### config.mk
export PLATFORM = sky130hd
export DESIGN_NAME = mem_check_ctrl
export DESIGN_NICKNAME = d
export VERILOG_FILES = /design/src/rtl/mem_check_pkg.sv /design/src/rtl/mem_check_rd_cmp.sv /design/src/rtl/mem_check_ctrl.sv
export SDC_FILE = /design/constraint.sdc
export NUM_CORES = 1
export LEC_CHECK = 0
export CORE_UTILIZATION = 35
export DETAILED_ROUTE_END_ITERATION = 16
export PLACE_DENSITY_LB_ADDON = 0.12
export SKIP_LAST_GASP = 1
export SYNTH_ARGS = -nofsm -noshare
export SYNTH_HDL_FRONTEND = slang
export SYNTH_SLANG_ARGS = --single-unit
export TNS_END_PERCENT = 50
### constraint.sdc
create_clock -name clk_i -period 3.15 [get_ports clk_i]
set_input_delay 0.63 -clock clk_i [delete_from_list [all_inputs] [get_ports clk_i]]
set_output_delay 0.63 -clock clk_i [all_outputs]
set_load 0.1 [all_outputs]
### src/rtl/mem_check_pkg.sv
// Shared types and the data-pattern generator for the memory checker.
package mem_check_pkg;

  // Width the pattern helper works in; callers cast to their own data width.
  localparam int PAT_W = 64;

  typedef enum logic [1:0] {
    WO   = 2'b00,
    RO   = 2'b01,
    WR   = 2'b10,
    RSVD = 2'b11
  } mode_t;

  typedef enum logic [2:0] {
    IDLE  = 3'd0,
    WRITE = 3'd1,
    READ  = 3'd2,
    DRAIN = 3'd3,
    DONE  = 3'd4
  } state_t;

  // Pattern word for a given command index: seed XOR zero-extended index.
  function automatic logic [PAT_W-1:0] pattern(input logic [PAT_W-1:0] seed,
                                               input logic [PAT_W-1:0] index);
    return seed ^ index;
  endfunction

endpackage

### src/rtl/mem_check_rd_cmp.sv
// In-order read-data checker: regenerates the expected pattern for every
// returned read, counts mismatches (saturating) and captures the address of
// the first mismatch since the last clear.
module mem_check_rd_cmp
  import mem_check_pkg::*;
#(
  parameter int ADDR_W = 32,
  parameter int DATA_W = 32,
  parameter int CNT_W  = 16
) (
  input  logic              clk,
  input  logic              rst_b,
  input  logic              clr,
  input  logic              rdv,
  input  logic [DATA_W-1:0] rdata,
  input  logic [ADDR_W-1:0] base,
  input  logic [DATA_W-1:0] seed,
  output logic [CNT_W-1:0]  err_cnt,
  output logic [ADDR_W-1:0] first_err_addr
);

  logic [CNT_W-1:0]  cmp_idx;
  logic              err_seen;
  logic [DATA_W-1:0] exp_data;
  logic              mismatch;

  // Expected word for the next returned read and the compare result.
  always_comb begin
    exp_data = DATA_W'(pattern(PAT_W'(seed), PAT_W'(cmp_idx)));
    mismatch = rdv && (rdata != exp_data);
  end

  // Compare index, saturating error counter and first-error capture.
  always_ff @(posedge clk) begin
    if (!rst_b) begin
      cmp_idx        <= '0;
      err_seen       <= 1'b0;
      err_cnt        <= '0;
      first_err_addr <= '0;
    end else if (clr) begin
      cmp_idx        <= '0;
      err_seen       <= 1'b0;
      err_cnt        <= '0;
      first_err_addr <= '0;
    end else if (rdv) begin
      cmp_idx <= cmp_idx + CNT_W'(1);
      if (mismatch) begin
        if (err_cnt != '1) begin
          err_cnt <= err_cnt + CNT_W'(1);
        end
        if (!err_seen) begin
          err_seen       <= 1'b1;
          first_err_addr <= base + ADDR_W'(cmp_idx);
        end
      end
    end
  end

endmodule

### src/rtl/mem_check_ctrl.sv
// Memory checker control engine: drives an Avalon-MM master through a
// contiguous address range with a seed-derived pattern, pipelines reads up to
// MAX_OUTST outstanding, and reports busy/done/error status.
//
// state | meaning
// IDLE  | waiting for start
// WRITE | presenting write for the current index
// READ  | presenting read for the current index (throttled when full)
// DRAIN | all reads issued, waiting for outstanding data to return
// DONE  | one-cycle done pulse, back to IDLE next
module mem_check_ctrl
  import mem_check_pkg::*;
#(
  parameter int ADDR_W    = 32,
  parameter int DATA_W    = 32,
  parameter int CNT_W     = 16,
  parameter int MAX_OUTST = 8
) (
  input  logic              clk_i,
  input  logic              rst_i,
  input  logic              start_i,
  input  logic [1:0]        mode_i,
  input  logic [ADDR_W-1:0] base_addr_i,
  input  logic [CNT_W-1:0]  cmd_cnt_i,
  input  logic [DATA_W-1:0] seed_i,
  output logic [ADDR_W-1:0] amm_address_o,
  output logic              amm_write_o,
  output logic [DATA_W-1:0] amm_writedata_o,
  output logic              amm_read_o,
  input  logic              amm_waitrequest_i,
  input  logic [DATA_W-1:0] amm_readdata_i,
  input  logic              amm_readdatavalid_i,
  output logic              busy_o,
  output logic              done_o,
  output logic              cfg_err_o,
  output logic [CNT_W-1:0]  err_cnt_o,
  output logic [ADDR_W-1:0] first_err_addr_o
);

  localparam int OUT_W = $clog2(MAX_OUTST + 1);

  state_t            state, state_nxt;
  mode_t             mode;
  logic [ADDR_W-1:0] base;
  logic [CNT_W-1:0]  cnt;
  logic [DATA_W-1:0] seed;
  logic [CNT_W-1:0]  idx;
  logic [OUT_W-1:0]  outst;
  logic              cfg_err;

  logic start_ok;
  logic rdv_ok;
  logic rd_full;
  logic wr_acc;
  logic rd_acc;
  logic last_idx;

  // Handshake qualifiers; a return with nothing outstanding is stray and dropped.
  always_comb begin
    start_ok = start_i && (state == IDLE);
    rdv_ok   = amm_readdatavalid_i && (outst != '0);
    rd_full  = (outst == OUT_W'(MAX_OUTST)) && !rdv_ok;
    last_idx = (idx == cnt - CNT_W'(1));
  end

  // Next-state and Avalon request outputs.
  always_comb begin
    state_nxt       = state;
    amm_write_o     = 1'b0;
    amm_read_o      = 1'b0;
    amm_address_o   = '0;
    amm_writedata_o = '0;
    wr_acc          = 1'b0;
    rd_acc          = 1'b0;
    busy_o          = (state != IDLE);
    done_o          = (state == DONE);

    case (state)
      IDLE: begin
        if (start_i) begin
          if (mode_i == 2'b11) begin
            state_nxt = DONE;
          end else if (cmd_cnt_i == '0) begin
            state_nxt = DONE;
          end else if (mode_i == 2'b01) begin
            state_nxt = READ;
          end else begin
            state_nxt = WRITE;
          end
        end
      end

      WRITE: begin
        amm_write_o     = 1'b1;
        amm_address_o   = base + ADDR_W'(idx);
        amm_writedata_o = DATA_W'(pattern(PAT_W'(seed), PAT_W'(idx)));
        wr_acc          = !amm_waitrequest_i;
        if (wr_acc) begin
          if (mode == WR) begin
            state_nxt = READ;
          end else if (last_idx) begin
            state_nxt = DONE;
          end
        end
      end

      READ: begin
        amm_read_o    = !rd_full;
        amm_address_o = base + ADDR_W'(idx);
        rd_acc        = amm_read_o && !amm_waitrequest_i;
        if (rd_acc) begin
          if (last_idx) begin
            state_nxt = DRAIN;
          end else if (mode == WR) begin
            state_nxt = WRITE;
          end
        end
      end

      DRAIN: begin
        if (outst == '0) begin
          state_nxt = DONE;
        end
      end

      DONE: begin
        state_nxt = IDLE;
      end

      default: begin
        state_nxt = IDLE;
      end
    endcase
  end

  // State register; reset aborts any run on the same edge.
  always_ff @(posedge clk_i) begin
    if (!rst_i) begin
      state <= IDLE;
    end else begin
      state <= state_nxt;
    end
  end

  // Run configuration, latched only on an accepted start.
  always_ff @(posedge clk_i) begin
    if (!rst_i) begin
      mode    <= WO;
      base    <= '0;
      cnt     <= '0;
      seed    <= '0;
      cfg_err <= 1'b0;
    end else if (start_ok) begin
      mode    <= mode_t'(mode_i);
      base    <= base_addr_i;
      cnt     <= cmd_cnt_i;
      seed    <= seed_i;
      cfg_err <= (mode_i == 2'b11);
    end
  end

  // Command index: writes in mode WR do not advance, the paired read does.
  always_ff @(posedge clk_i) begin
    if (!rst_i) begin
      idx <= '0;
    end else if (start_ok) begin
      idx <= '0;
    end else if ((wr_acc && (mode == WO)) || rd_acc) begin
      idx <= idx + CNT_W'(1);
    end
  end

  // Outstanding-read tracker; simultaneous issue and return cancel out.
  always_ff @(posedge clk_i) begin
    if (!rst_i) begin
      outst <= '0;
    end else begin
      case ({rd_acc, rdv_ok})
        2'b10:   outst <= outst + OUT_W'(1);
        2'b01:   outst <= outst - OUT_W'(1);
        default: outst <= outst;
      endcase
    end
  end

  assign cfg_err_o = cfg_err;

  mem_check_rd_cmp #(
    .ADDR_W (ADDR_W),
    .DATA_W (DATA_W),
    .CNT_W  (CNT_W)
  ) u_rd_cmp (
    .clk            (clk_i),
    .rst_b          (rst_i),
    .clr            (start_ok),
    .rdv            (rdv_ok),
    .rdata          (amm_readdata_i),
    .base           (base),
    .seed           (seed),
    .err_cnt        (err_cnt_o),
    .first_err_addr (first_err_addr_o)
  );

endmodule

==> run metrics <==
Synth Area in XOR/XNOR=0.1384; largest family of logic cells by synthesized area=simple AND/OR/NAND/NOR gates; Place WS=-0.1858 ns; number of CTS-inserted buffers=17; yosys warns=0; IO Port Bufs=235; WL/cell=16.79 um; ys async rst share=0; worst-path maximum fanout=12; final period utilization=1.152; cell area after synthesis=10560 um^2; Avg Inst Size Synth=7.814 um^2; Req. time, crit path=2.52 ns; post-synthesis simple-gate area fraction=0.2538; R2R cell count=10; power per standard cell area=604.3 nW/um^2; post-route worst setup slack=-0.4784 ns; Post-route DRC=0; Overflow after GRT=0; clock root cell=clkbuf_16; post-cts hold buffer count=0; #FFs+latches synth=171; PnR Total Power=9.499 mW; 1st-pass router iterations=5; TritonCTS clock tree=built; fmax=275.6 MHz; Tightest Hold Check Type=flop to flop; Seq/Total Area, Yosys=0.3243; H-tree levels=4; Die W=175.7 um; Worst Hold Endpoint=cfg_err_o; # fillers=2845; clock transition at the registers of the reported paths=0.08 ns; Startpoint Class=flop; clk_skew=0.01560 ns; Nets=1796; gr usage total=0.2208; Max clock buf depth=2; predominant post-synthesis flop cell=dfxtp_1; Clock Latency Late Sink=0.44 ns; Cell Area, Placed=14750 um^2; Vert. Die Dim=175.7 um; number of synthesized flops with an enable pin=0; RD Place Congestion=0.8623; number of global-route vias before repair=9625; Rel. slew slack=0.2631; Syn Inst Count=1351; Util after Layout=0.5304; Slew Limit Fails=0; Setup-failing EPs final=23; vias=10340; Final HPWL DP=26580 um; CP Capture Type=primary output; clock sink total=171; Lkg Pwr=6.060 nW; Final ANT Viol Nets=0; reg2reg end=u_rd_cmp.first_err_addr[31]; largest cells by area after synthesis=dfxtp_1 (32%), nand2_1 (8.4%), a21oi_1 (6.9%); violated checks=setup timing; post-synthesis compound-gate area fraction=0.1649; first-pass GRT wire length=53260 um; WHS=0.4621 ns; Synthesized Nets=1512; largest net degree at the start of global routing=61; routed vias/inst=5.075; core area=29640 um^2; Rows=63; Worst EP arrival=3.00 ns; area leader, netlist=dfxtp_1; final wirelength=34220 um; IO Pins=236; Yosys cell types=71; peak supply drop=375.6 uV; unrepaired setup endpoints after global routing=yes; post-synth top area share=0.3243; Finished Cell Area=15720 um^2; Hold Startpoint=cfg_err_o; area growth from synthesis to layout=48.90%; R2R Setup Slk=0.39 ns; r2r startpoint=base[1]; max_cap viols=0; starting density of the core=0.3562; layout cells sized above 1=0.2324; Post-Synth Adder-Cell Area=0.05191; Hold Vio Cnt, Final=0; Antenna diodes=0; antenna violations before repair=0; post-synthesis mux area share=0.02584; hold path cells=2; die area=30860 um^2; worst slew pin tran=1.103 ns; DRC marker count from the first detailed-route iteration=539; CP Class=flop to primary output; fin crit period=3.628 ns; status=complete, but fails checks
## metal layers
metal  share of wire  global-route usage  up-vias
met4           0.011             0.05000        0
met1            0.46              0.2854     4850
met3           0.043             0.04329       26
met5               0                   0        -
li1                -                   -     5252
met2            0.49              0.3771      214
## cells in the final DEF (no fill, tap or decap), types with 9 or more instances in the layout
cell / instances
nor3_1: 26
dfxtp_2: 15
and2_1: 19
nand4_1: 20
or2_2: 15
and3_1: 13
or3_1: 9
nand3_1: 35
o21ai_0: 36
dfxtp_1: 156
xnor3_1: 12
a21oi_1: 134
buf_4: 151
xor2_1: 56
nand2_1: 235
nor4_1: 18
a21o_1: 11
buf_12: 68
o31ai_1: 16
o21bai_1: 10
xnor2_1: 80
inv_1: 33
mux2i_4: 10
ha_4: 9
clkdlybuf4s50_1: 118
mux2i_1: 15
clkbuf_16: 17
ha_1: 29
nor2_1: 111
## worst max-delay path: stages, from the launching register on
cell	delay, ns
dfxtp_2	0.35
ha_4	0.14
inv_2	0.03
fa_2	0.36
nor2b_4	0.14
o2111ai_2	0.15
nand3_2	0.12
a31oi_4	0.10
o21a_4	0.27
or4_4	0.51
a21oi_4	0.19
buf_12	0.19
## layout make-up
class                   instances  area [um^2]  area share
repair buffers                341         3721      0.2367
clock buffers                  18        439.2     0.02794
clock inverters                14        175.2     0.01114
inverters                      37        138.9    0.008835
well taps                     390        488.0     0.03104
flip-flops and latches        171         3442      0.2190
multi-input cells            1067         7315      0.4653
## synth_stat cells, drive strengths merged, types with 4 or more instances
master	n
a21o	12
a21oi	147
a311oi	4
a31oi	4
and2	25
and3	15
and4	6
buf	8
clkbuf	68
dfxtp	171
ha	39
inv	37
mux2i	25
nand2	237
nand3	39
nand3b	6
nand4	20
nor2	113
nor2b	7
nor3	30
nor3b	6
nor4	19
o211ai	5
o21a	6
o21ai	43
o21bai	10
o31a	6
o31ai	18
or2	16
or3	9
or4	11
xnor2	80
xnor3	12
xor2	56
## cell families (layout without fill, tap and decap cells)
group | count (synthesis) | after routing
multiplexers | 26 | 26
adder cells (fa/ha/maj) | 42 | 42
AO/OA/AOI/OAI | 282 | 282
flip-flops | 171 | 171
buffers and inverters | 113 | 410
XOR/XNOR | 148 | 148
AND/OR/NAND/NOR | 569 | 569
## worst max-delay path by stage
stage	startpoint	endpoint	slack, ns
final	idx[0]	amm_address_o[18]	-0.48
after global routing	idx[0]	amm_address_o[18]	-0.58
after CTS	idx[0]	amm_address_o[18]	-0.49
after detailed placement	base[9]	amm_address_o[28]	-0.19
after global placement	base[9]	amm_address_o[28]	-0.15
after floorplan	idx[0]	amm_address_o[30]	-0.35
## what timing repair did
| item | 4_1_cts | 5_1_grt |
|---|---|---|
| pin swaps | 17 | 12 |
| buffers inserted | 4 | 6 |
| endpoints found under the setup margin | 24 | 30 |
| resized for setup | 37 | 24 |
## metrics by stage
step	cells	setup TNS [ns]
after global routing	2038	-9.608
final	2038	-6.182
after floorplan	1351	-6.986
after CTS	2032	-7.069
after global placement	1997	-0.7658
after detailed placement	1997	-0.9739
## registers in the layout, summed over array words and instances, names as in the netlist
signal and count:
u_rd_cmp.first_err_addr 32, u_rd_cmp.cmp_idx 16, cnt 16, mode 2, outst 4, idx 16
cfg_err_o 1, base 32, u_rd_cmp.err_cnt 16, seed 32, state 3, u_rd_cmp.err_seen 1
## report_power, final
group,leakage (nW),internal (mW),switching (mW),total (mW)
registers,1.40,2.46,0.335,2.79
logic,4.37,1.64,2.86,4.50
clock network,0.298,1.16,1.04,2.21
total,6.06,5.26,4.24,9.50
Power figures use the tool's default switching activity.
